[src/rtl/alu_pkg.sv]
// Shared definitions for the sequenced ALU: op codes, FSM states, default width.
// Latency: none (declarations only).
// Backpressure: none (declarations only).
package alu_pkg;

    // Default datapath width, matched to the downstream accumulator
    localparam int DEFAULT_WIDTH = 8;

    // Operation codes, sampled together with start
    localparam logic [2:0] OP_ADD   = 3'b000;
    localparam logic [2:0] OP_SUB   = 3'b001;
    localparam logic [2:0] OP_AND   = 3'b010;
    localparam logic [2:0] OP_OR    = 3'b011;
    localparam logic [2:0] OP_XOR   = 3'b100;
    localparam logic [2:0] OP_NOT   = 3'b101;
    localparam logic [2:0] OP_MUL   = 3'b110;
    localparam logic [2:0] OP_PASSB = 3'b111;

    // Sequencer states
    typedef enum logic [1:0] {
        IDLE = 2'd0,
        EXEC = 2'd1,
        MUL  = 2'd2,
        DONE = 2'd3
    } state_t;

    // True for the op that uses the multi-cycle multiplier path
    function automatic logic is_mul_op(input logic [2:0] op_code);
        return (op_code == OP_MUL);
    endfunction

endpackage

[src/rtl/alu_mul_seq.sv]
// Unsigned shift-add multiplier, one multiplier bit per cycle, full 2*WIDTH product.
// Latency: operands loaded on the start edge, done pulses WIDTH edges later.
// Backpressure: none; a start while active restarts the multiply, caller gates start.
module alu_mul_seq
    import alu_pkg::*;
#(
    parameter int WIDTH = DEFAULT_WIDTH
) (
    input  logic                 clk,
    input  logic                 reset,
    input  logic                 start,
    input  logic [WIDTH-1:0]     a_in,
    input  logic [WIDTH-1:0]     b_in,
    output logic                 done,
    output logic [2*WIDTH-1:0]   product
);

    localparam int CNT_W = (WIDTH > 1) ? $clog2(WIDTH) : 1;

    logic [2*WIDTH-1:0] mcand_q, mcand_d;
    logic [2*WIDTH-1:0] prod_q,  prod_d;
    logic [WIDTH-1:0]   mplier_q, mplier_d;
    logic [CNT_W-1:0]   cnt_q,   cnt_d;
    logic               active_q, active_d;
    logic               done_q,  done_d;

    // Load operands on start, then add the shifted multiplicand for each set multiplier bit
    always_comb begin
        mcand_d  = mcand_q;
        prod_d   = prod_q;
        mplier_d = mplier_q;
        cnt_d    = cnt_q;
        active_d = active_q;
        done_d   = 1'b0;
        if (start) begin
            mcand_d  = {{WIDTH{1'b0}}, a_in};
            mplier_d = b_in;
            prod_d   = '0;
            cnt_d    = '0;
            active_d = 1'b1;
        end else if (active_q) begin
            if (mplier_q[0]) begin
                prod_d = prod_q + mcand_q;
            end
            mcand_d  = mcand_q << 1;
            mplier_d = mplier_q >> 1;
            cnt_d    = cnt_q + CNT_W'(1);
            if (cnt_q == CNT_W'(WIDTH - 1)) begin
                active_d = 1'b0;
                done_d   = 1'b1;
            end
        end
    end

    // State registers; synchronous reset aborts any multiply in flight
    always_ff @(posedge clk) begin
        if (!reset) begin
            mcand_q  <= '0;
            prod_q   <= '0;
            mplier_q <= '0;
            cnt_q    <= '0;
            active_q <= 1'b0;
            done_q   <= 1'b0;
        end else begin
            mcand_q  <= mcand_d;
            prod_q   <= prod_d;
            mplier_q <= mplier_d;
            cnt_q    <= cnt_d;
            active_q <= active_d;
            done_q   <= done_d;
        end
    end

    assign done    = done_q;
    assign product = prod_q;

endmodule

[src/rtl/alu_seq.sv]
// Sequenced ALU feeding the accumulator: one op per start, result + load_acc strobe (MUL path under ALU_MUL_EN).
// Latency: done 2 cycles after the accept edge (counted inclusively) for single-cycle ops, WIDTH+2 for MUL.
// Backpressure: start accepted only in IDLE; requests while busy are dropped, not queued.
module alu_seq
    import alu_pkg::*;
#(
    parameter int WIDTH = DEFAULT_WIDTH
) (
    input  logic             clk,
    input  logic             reset,
    input  logic             start,
    input  logic [2:0]       op,
    input  logic [WIDTH-1:0] acc_in,
    input  logic [WIDTH-1:0] b_in,
    output logic             busy,
    output logic             done,
    output logic             load_acc,
    output logic [WIDTH-1:0] result,
    output logic             carry,
    output logic             zero
);

    state_t           state_q, state_d;
    logic [2:0]       op_q,    op_d;
    logic [WIDTH-1:0] a_q,     a_d;
    logic [WIDTH-1:0] b_q,     b_d;
    logic             busy_q,  busy_d;
    logic             done_q,  done_d;
    logic [WIDTH-1:0] result_q, result_d;
    logic             carry_q, carry_d;
    logic             zero_q,  zero_d;

    logic [WIDTH-1:0] alu_res;
    logic             alu_cy;
    logic [WIDTH:0]   add_ext;

`ifdef ALU_MUL_EN
    logic               mul_start;
    logic               mul_done;
    logic [2*WIDTH-1:0] mul_prod;

    // The multiplier captures its own copy of the operands on the accept edge
    assign mul_start = (state_q == IDLE) && start && is_mul_op(op);

    alu_mul_seq #(
        .WIDTH (WIDTH)
    ) u_mul (
        .clk     (clk),
        .reset   (reset),
        .start   (mul_start),
        .a_in    (acc_in),
        .b_in    (b_in),
        .done    (mul_done),
        .product (mul_prod)
    );
`endif

    // Single-cycle datapath working only from the latched operands
    always_comb begin
        add_ext = {1'b0, a_q} + {1'b0, b_q};
        alu_res = '0;
        alu_cy  = 1'b0;
        case (op_q)
            OP_ADD: begin
                alu_res = add_ext[WIDTH-1:0];
                alu_cy  = add_ext[WIDTH];
            end
            OP_SUB: begin
                alu_res = a_q - b_q;
                alu_cy  = (a_q >= b_q);
            end
            OP_AND:   alu_res = a_q & b_q;
            OP_OR:    alu_res = a_q | b_q;
            OP_XOR:   alu_res = a_q ^ b_q;
            OP_NOT:   alu_res = ~a_q;
            // Without the multiplier, MUL collapses to a zero result here
            OP_MUL:   alu_res = '0;
            OP_PASSB: alu_res = b_q;
            default:  alu_res = '0;
        endcase
    end

    // Next-state and registered-output logic for the IDLE/EXEC/MUL/DONE sequencer
    always_comb begin
        state_d  = state_q;
        op_d     = op_q;
        a_d      = a_q;
        b_d      = b_q;
        busy_d   = busy_q;
        done_d   = 1'b0;
        result_d = result_q;
        carry_d  = carry_q;
        zero_d   = zero_q;
        case (state_q)
            IDLE: begin
                busy_d = 1'b0;
                if (start) begin
                    op_d   = op;
                    a_d    = acc_in;
                    b_d    = b_in;
                    busy_d = 1'b1;
`ifdef ALU_MUL_EN
                    state_d = is_mul_op(op) ? MUL : EXEC;
`else
                    state_d = EXEC;
`endif
                end
            end
            EXEC: begin
                state_d  = DONE;
                done_d   = 1'b1;
                result_d = alu_res;
                carry_d  = alu_cy;
                zero_d   = (alu_res == '0);
            end
            MUL: begin
`ifdef ALU_MUL_EN
                if (mul_done) begin
                    state_d  = DONE;
                    done_d   = 1'b1;
                    result_d = mul_prod[WIDTH-1:0];
                    carry_d  = |mul_prod[2*WIDTH-1:WIDTH];
                    zero_d   = (mul_prod[WIDTH-1:0] == '0);
                end
`else
                state_d = IDLE;
`endif
            end
            DONE: begin
                state_d = IDLE;
                busy_d  = 1'b0;
            end
            default: begin
                state_d = IDLE;
                busy_d  = 1'b0;
            end
        endcase
    end

    // Sequencer state and outputs; synchronous active-low reset aborts without a done
    always_ff @(posedge clk) begin
        if (!reset) begin
            state_q  <= IDLE;
            op_q     <= OP_ADD;
            a_q      <= '0;
            b_q      <= '0;
            busy_q   <= 1'b0;
            done_q   <= 1'b0;
            result_q <= '0;
            carry_q  <= 1'b0;
            zero_q   <= 1'b0;
        end else begin
            state_q  <= state_d;
            op_q     <= op_d;
            a_q      <= a_d;
            b_q      <= b_d;
            busy_q   <= busy_d;
            done_q   <= done_d;
            result_q <= result_d;
            carry_q  <= carry_d;
            zero_q   <= zero_d;
        end
    end

    assign busy     = busy_q;
    assign done     = done_q;
    assign load_acc = done_q;
    assign result   = result_q;
    assign carry    = carry_q;
    assign zero     = zero_q;

endmodule

[config.mk]
export PLATFORM = sky130hd
export DESIGN_NAME = alu_seq
export DESIGN_NICKNAME = d
export VERILOG_FILES = /design/src/rtl/alu_pkg.sv /design/src/rtl/alu_mul_seq.sv /design/src/rtl/alu_seq.sv
export SDC_FILE = /design/constraint.sdc
export NUM_CORES = 1
export LEC_CHECK = 0
export CAP_MARGIN = 10
export CORE_MARGIN = 2
export CORE_UTILIZATION = 50
export CTS_CLUSTER_DIAMETER = 100
export DETAILED_ROUTE_END_ITERATION = 8
export PLACE_DENSITY_LB_ADDON = 0.3
export SYNTH_ARGS = -nofsm -noshare
export SYNTH_HDL_FRONTEND = slang
export SYNTH_SLANG_ARGS = --single-unit
[constraint.sdc]
create_clock -name clk -period 2.3 [get_ports clk]
set_clock_uncertainty 0.15 [all_clocks]
set_input_delay 0.23 -clock clk [delete_from_list [all_inputs] [get_ports clk]]
set_output_delay 0.23 -clock clk [all_outputs]
set_load 0.005 [all_outputs]
# == Word-level counts from Yosys, hierarchy flattened ==
# Index checks and enable logic that the tools add are counted.
# totals
ff_bits,33
output_inout_bits,13
# classes
addsub,2
bitwise_logic,4
n_reduce_logical,6
n_eq_ne,11
n_mux,7
magnitude_cmp,1
# ops
operator,n
$pmux W8 S8,1
$eq A3 B3 Y1 const B,4
$add A8 B8 Y9,1
$and A8 B8 Y8,1
$ge A8 B8 Y1,1
$logic_not A8 Y1,1
$not A8 Y8,1
$or A8 B8 Y8,1
$sub A8 B8 Y8,1
$xor A8 B8 Y8,1
$eq A3 B2 Y1 const B,2
$pmux W2 S3,1
$eq A2 B2 Y1 const B,2
$pmux W1 S2,2
$eq A3 B1 Y1 const B,1
$logic_not A3 Y1,1
$eq A2 B1 Y1 const B,1
$logic_not A2 Y1,1
$mux W1,2
$mux W2,1
$ne A2 B2 Y1 const B,1
$reduce_and A2 Y1,1
$reduce_bool A2 Y1,1
$reduce_or A2 Y1,1

# == Longest topological paths before layout ==
# logic_depth
depth_word,3
depth_mapped,10

# == Worst setup path before layout ==
# OpenSTA, ideal clock, no wires.
# synth_timing
path_kind,register -> register
start,reg a_q[3]
end,"reg result_q[7], in the netlist result[7]"
required_ns,2.035
setup_slack_ns,0.056
period_less_slack_ns,2.244
arrival_time_ns,1.979
path_stages_with_launch,11
path_cell_list,dfxtp_1 > inv_1 > ha_1 > clkbuf_1 > a21o_1 > a21oi_1 > a31oi_1 > or3_1 > a22oi_2 > mux2i_1 > and2_1
# synth_via
elab_chain_len,2
# synth_lines
item,line_no,rtl
start: declaration,alu_seq.sv:25,"logic [WIDTH-1:0] a_q, a_d;"
start signal: assignment,alu_seq.sv:145,a_q <= '0;
start signal: assignment,alu_seq.sv:155,a_q <= a_d;
$sub A8 B8 Y8 or $add A8 B8 Y9 (tied branches),"alu_seq.sv:69, alu_seq.sv:60",
$pmux W8 S8 *,alu_seq.sv:63,case (op_q)
end signal: assignment,alu_seq.sv:159,result_q <= result_d;
end: declaration,alu_seq.sv:29,"logic [WIDTH-1:0] result_q, result_d;"
# Mark *: on every way between the ends. The rest lies on a longest branch, timed or not.
# A chain may end at the register's enable or synchronous reset.

# == Worst setup path in the final report ==
# layout_timing
start,reg a_q[0]
end,"reg zero_q, in the netlist zero"
# layout_via
elab_chain_len,3
# layout_lines
item,line_no,rtl
$sub A8 B8 Y8 (tied with other cells),alu_seq.sv:69,alu_res = a_q - b_q;
$pmux W8 S8 *,alu_seq.sv:63,
$logic_not A8 Y1 *,alu_seq.sv:114,zero_d = (alu_res == '0);
end signal: assignment,alu_seq.sv:161,zero_q <= zero_d;
end: declaration,alu_seq.sv:31,"logic zero_q, zero_d;"
# Marks and branches as above.

==> out/metrics.csv <==
metric,value,unit
status,finished clean,
synth_top_area_share,24.93,%
diodes,0,
yosys.area_share.simple,19.31,%
leakage,1.530,nW
synth_area,2650,µm²
wl_per_cell,14.79,µm
period_needed,2.273,ns
grtUsageTotal,25.14,%
ys_seq_area_share,24.93,%
hold_class,reg -> reg,
slowest_delay,0.39,ns
rsz0062_at_grt,true,
die_area,5898,µm²
startpoint_type,flip-flop,
dieWidth,76.80,µm
grt_pass1_vias,2597,
layout-drive-gt1-share,24.15,%
synth_adder_area_share,14.73,%
p_sw_share,35.90,%
clock_tree.root_cell,clkbuf_8,
grt_max_degree,34,
synth_top_area_cell,dfxtp_1,
switchingPower,0.8201,mW
worstMarginPinSlew,0.7318,ns
drtIter0Drc,198,
initial_core_util,51.89,%
cp_max_fo,4,
synth_top_family_by_area,compound AO/OA/AOI/OAI gates,
synth-seq-cells,33,
ys_warn_count,0,
peakVddDrop,0.4958,mV
path_delay_family,compound AO/OA/AOI/OAI gates,
synth_compound_area_share,24.98,%
ant_nets,0,
rows,26,
final_nets,465,
ctsHoldBuffers,0,
pin_count,35,
ys_types,55,
insertion_delay,0.29,ns
io_buffers,34,
async_flop_share,0,%
pre_cts_ws,-0.08167,ns
fin_ws,0.02720,ns
maxCapViolations,0,
crit_arrival,2.34,ns
max_freq,440.0,MHz
setup_violations,0,
synth_ff_type,dfxtp_1,
p_int,1.464,mW
syn_area_per_cell,7.726,µm²
drt-pass1-iter-count,4,
cpMaxStageDelayCell,fa_2,
cts_sinks,33,
seqPwrFrac,30.3,%
crit_buf_inv,2,
antenna_found_initial,0,
clk_path_buf_depth,2,
postSynthCellCount,343,
place_congestion,0.9226,
fillers,421,
synthXorXnorAreaFrac,1.983,%
final-hold-violation-count,0,
overflow,0,
required,2.37,ns
combPwrFrac,48.2,%
htreeDepth,2,
synth_edf_count,0,
maxSlewHeadroom,51.10,%
synthMuxAreaShare,4.910,%
timing.critical_path.to_type,flip-flop,
coreArea,5107,µm²
finalCritPeriodShare,98.82,%
syn2layout_area_growth,38.20,%
critical_path_class,reg -> reg,
synth_fp_nets,395,
pwr-share-clk,21.6,%
place.detailed.hpwl,5.296,mm
cts.reportedPaths.clkPinSlew,0.07,ns
cts_tree,yes,
drv_slew,0,
power_density,623.7,nW/µm²
drcViolationCount,0,
viasPerCell,5.306,
cp_cell_sequence,"inv_4, ha_4, inv_2, fa_2, a21oi_4, o21bai_1, xnor2_1, a311oi_2, nand4_1, o21ai_1",
fin_total_pwr,2.284,mW
rrSetupSlack,0.03,ns
num_vias,2568,
yosys-top-cells-area,"dfxtp_1 25%, ha_1 13%, nand2_1 7.9%, a21boi_0 5.4%, inv_1 5.0%",
cts_buffers,5,
grt_pass1_wl,12.04,mm
die-height,76.80,µm
drt_wl_total,7.160,mm
-- registers in the layout, summed over array words and instances, names as in the netlist --
name     count
a_q          8
b_q          8
result       8
op_q         3
state_q      2
busy         1
carry        1
done         1
zero         1
-- path summary, 6_finish.rpt --
path / start / endpoint / cells past startpoint
max: a_q[0] / zero / 10
min: zero / zero / 2
max reg2reg: a_q[0] / zero / 10
min reg2reg: zero / zero / 2
-- worst register-to-register path: cells and delay by family (launching register included) --
| kind | cells | cell delay, ns |
|---|---|---|
| flip-flops | 1 | 0.36 |
| AO/OA/AOI/OAI | 4 | 0.79 |
| buffers and inverters | 2 | 0.10 |
| XOR/XNOR | 1 | 0.14 |
| AND/OR/NAND/NOR | 1 | 0.14 |
| adder cells (fa/ha/maj) | 2 | 0.52 |
-- area by class of cell --
| class | instances | area [µm²] | area share [%] |
|---|---|---|---|
| multi-input combinational | 253 | 1927 | 52.61 |
| timing repair buffer | 84 | 732.0 | 19.99 |
| tap | 70 | 87.58 | 2.392 |
| clock buffer | 7 | 96.34 | 2.631 |
| sequential | 33 | 676.9 | 18.48 |
| clock inverter | 1 | 5.005 | 0.1367 |
| inverter | 36 | 137.6 | 3.758 |
-- metrics by stage --
step	cells	area [µm²]	TNS (ns)	utilization, %	hold slack [ns]
3_5_place_dp	475	3351	-0.2969	65.61	0.2985
4_1_cts	483	3508	0	68.69	0.3104
3_3_place_gp	475	3351	-0.03541	65.61	0.2950
2_1_floorplan	343	2650	0	-	0.2249
6_report	484	3662	0	71.71	0.3121
5_1_grt	484	3662	-0.2808	71.71	0.3392
-- repair_timing --
| item | CTS | global route |
|---|---|---|
| resized for setup | 11 | 39 |
| buffers inserted | 0 | 1 |
| pin swaps | 2 | 19 |
| endpoints found under the setup margin | 6 | 7 |
-- routing by layer --
metal | part of all wire, % | up-vias | track usage, %
met5 | 0 | - | 0
met4 | 1.8 | 0 | 9.091
met3 | 3.9 | 14 | 4.118
met2 | 49 | 69 | 42.72
met1 | 45 | 1179 | 32.02
li1 | - | 1306 | -
-- placed cells by master, fill, tap and decap left out, types with 2 or more instances in the layout --
master,Yosys,layout
a2bb2oi_1,2,2
inv_2,1,5
xnor2_1,5,5
nor2_1,15,14
fa_2,0,2
a31oi_1,5,4
dfxtp_1,33,24
nand4_1,2,2
a21boi_0,19,19
ha_1,28,18
o22ai_1,3,3
nor3b_1,2,2
o21bai_1,2,2
a21oi_4,0,2
nor2b_1,6,6
buf_4,3,48
a221oi_1,3,3
o21ai_0,8,7
o211a_1,4,4
inv_1,35,30
or3_1,3,3
a21oi_1,20,17
nand2_1,56,56
o31ai_1,2,2
nand2b_1,7,6
o21ai_1,4,5
ha_4,0,6
a21o_1,4,4
dfxtp_4,0,2
dfxtp_2,0,7
o221ai_1,2,2
and2_1,10,10
ha_2,0,4
nand3_1,3,3
a211oi_1,3,3
mux2i_1,13,13
clkdlybuf4s50_1,0,34
clkbuf_8,0,7
-- power groups by stage --
| stage | Clock, mW | Combinational [mW] | Sequential, mW |
|---|---|---|---|
| 2_1_floorplan | 0 | 0.597 | 0.697 |
| 3_3_place_gp | 0 | 0.962 | 0.697 |
| 3_5_place_dp | 0 | 0.973 | 0.700 |
| 4_1_cts | 0.510 | 1.01 | 0.687 |
| 5_1_grt | 0.531 | 1.20 | 0.703 |
| 6_report | 0.492 | 1.10 | 0.691 |
-- cells by family (layout without fill, tap and decap cells) --
group                    count (synthesis)  after routing
buffers and inverters                   57            128
flip-flops                              33             33
AND/OR/NAND/NOR                        110            110
adder cells (fa/ha/maj)                 30             30
XOR/XNOR                                 6              6
multiplexers                            13             13
AO/OA/AOI/OAI                           94             94
-- synthesized netlist by cell type (2+ instances only) --
library cell / number
o21ai_0: 8
o21bai_1: 2
o221ai_1: 2
ha_1: 28
o21ai_1: 4
dfxtp_1: 33
inv_1: 35
o31ai_1: 2
or3_1: 3
a211oi_1: 3
buf_4: 3
o22ai_1: 3
a31oi_1: 5
clkbuf_1: 8
xnor2_1: 5
nor2b_1: 6
a21o_1: 4
and2_1: 10
nand2_1: 56
a221oi_1: 3
nor3b_1: 2
a2bb2oi_1: 2
a21boi_0: 19
nand2b_1: 7
mux2i_1: 13
nand4_1: 2
nor2_1: 15
a21oi_1: 20
nand3_1: 3
fa_1: 2
buf_2: 8
o211a_1: 4
(Power assumes the default switching activity.)
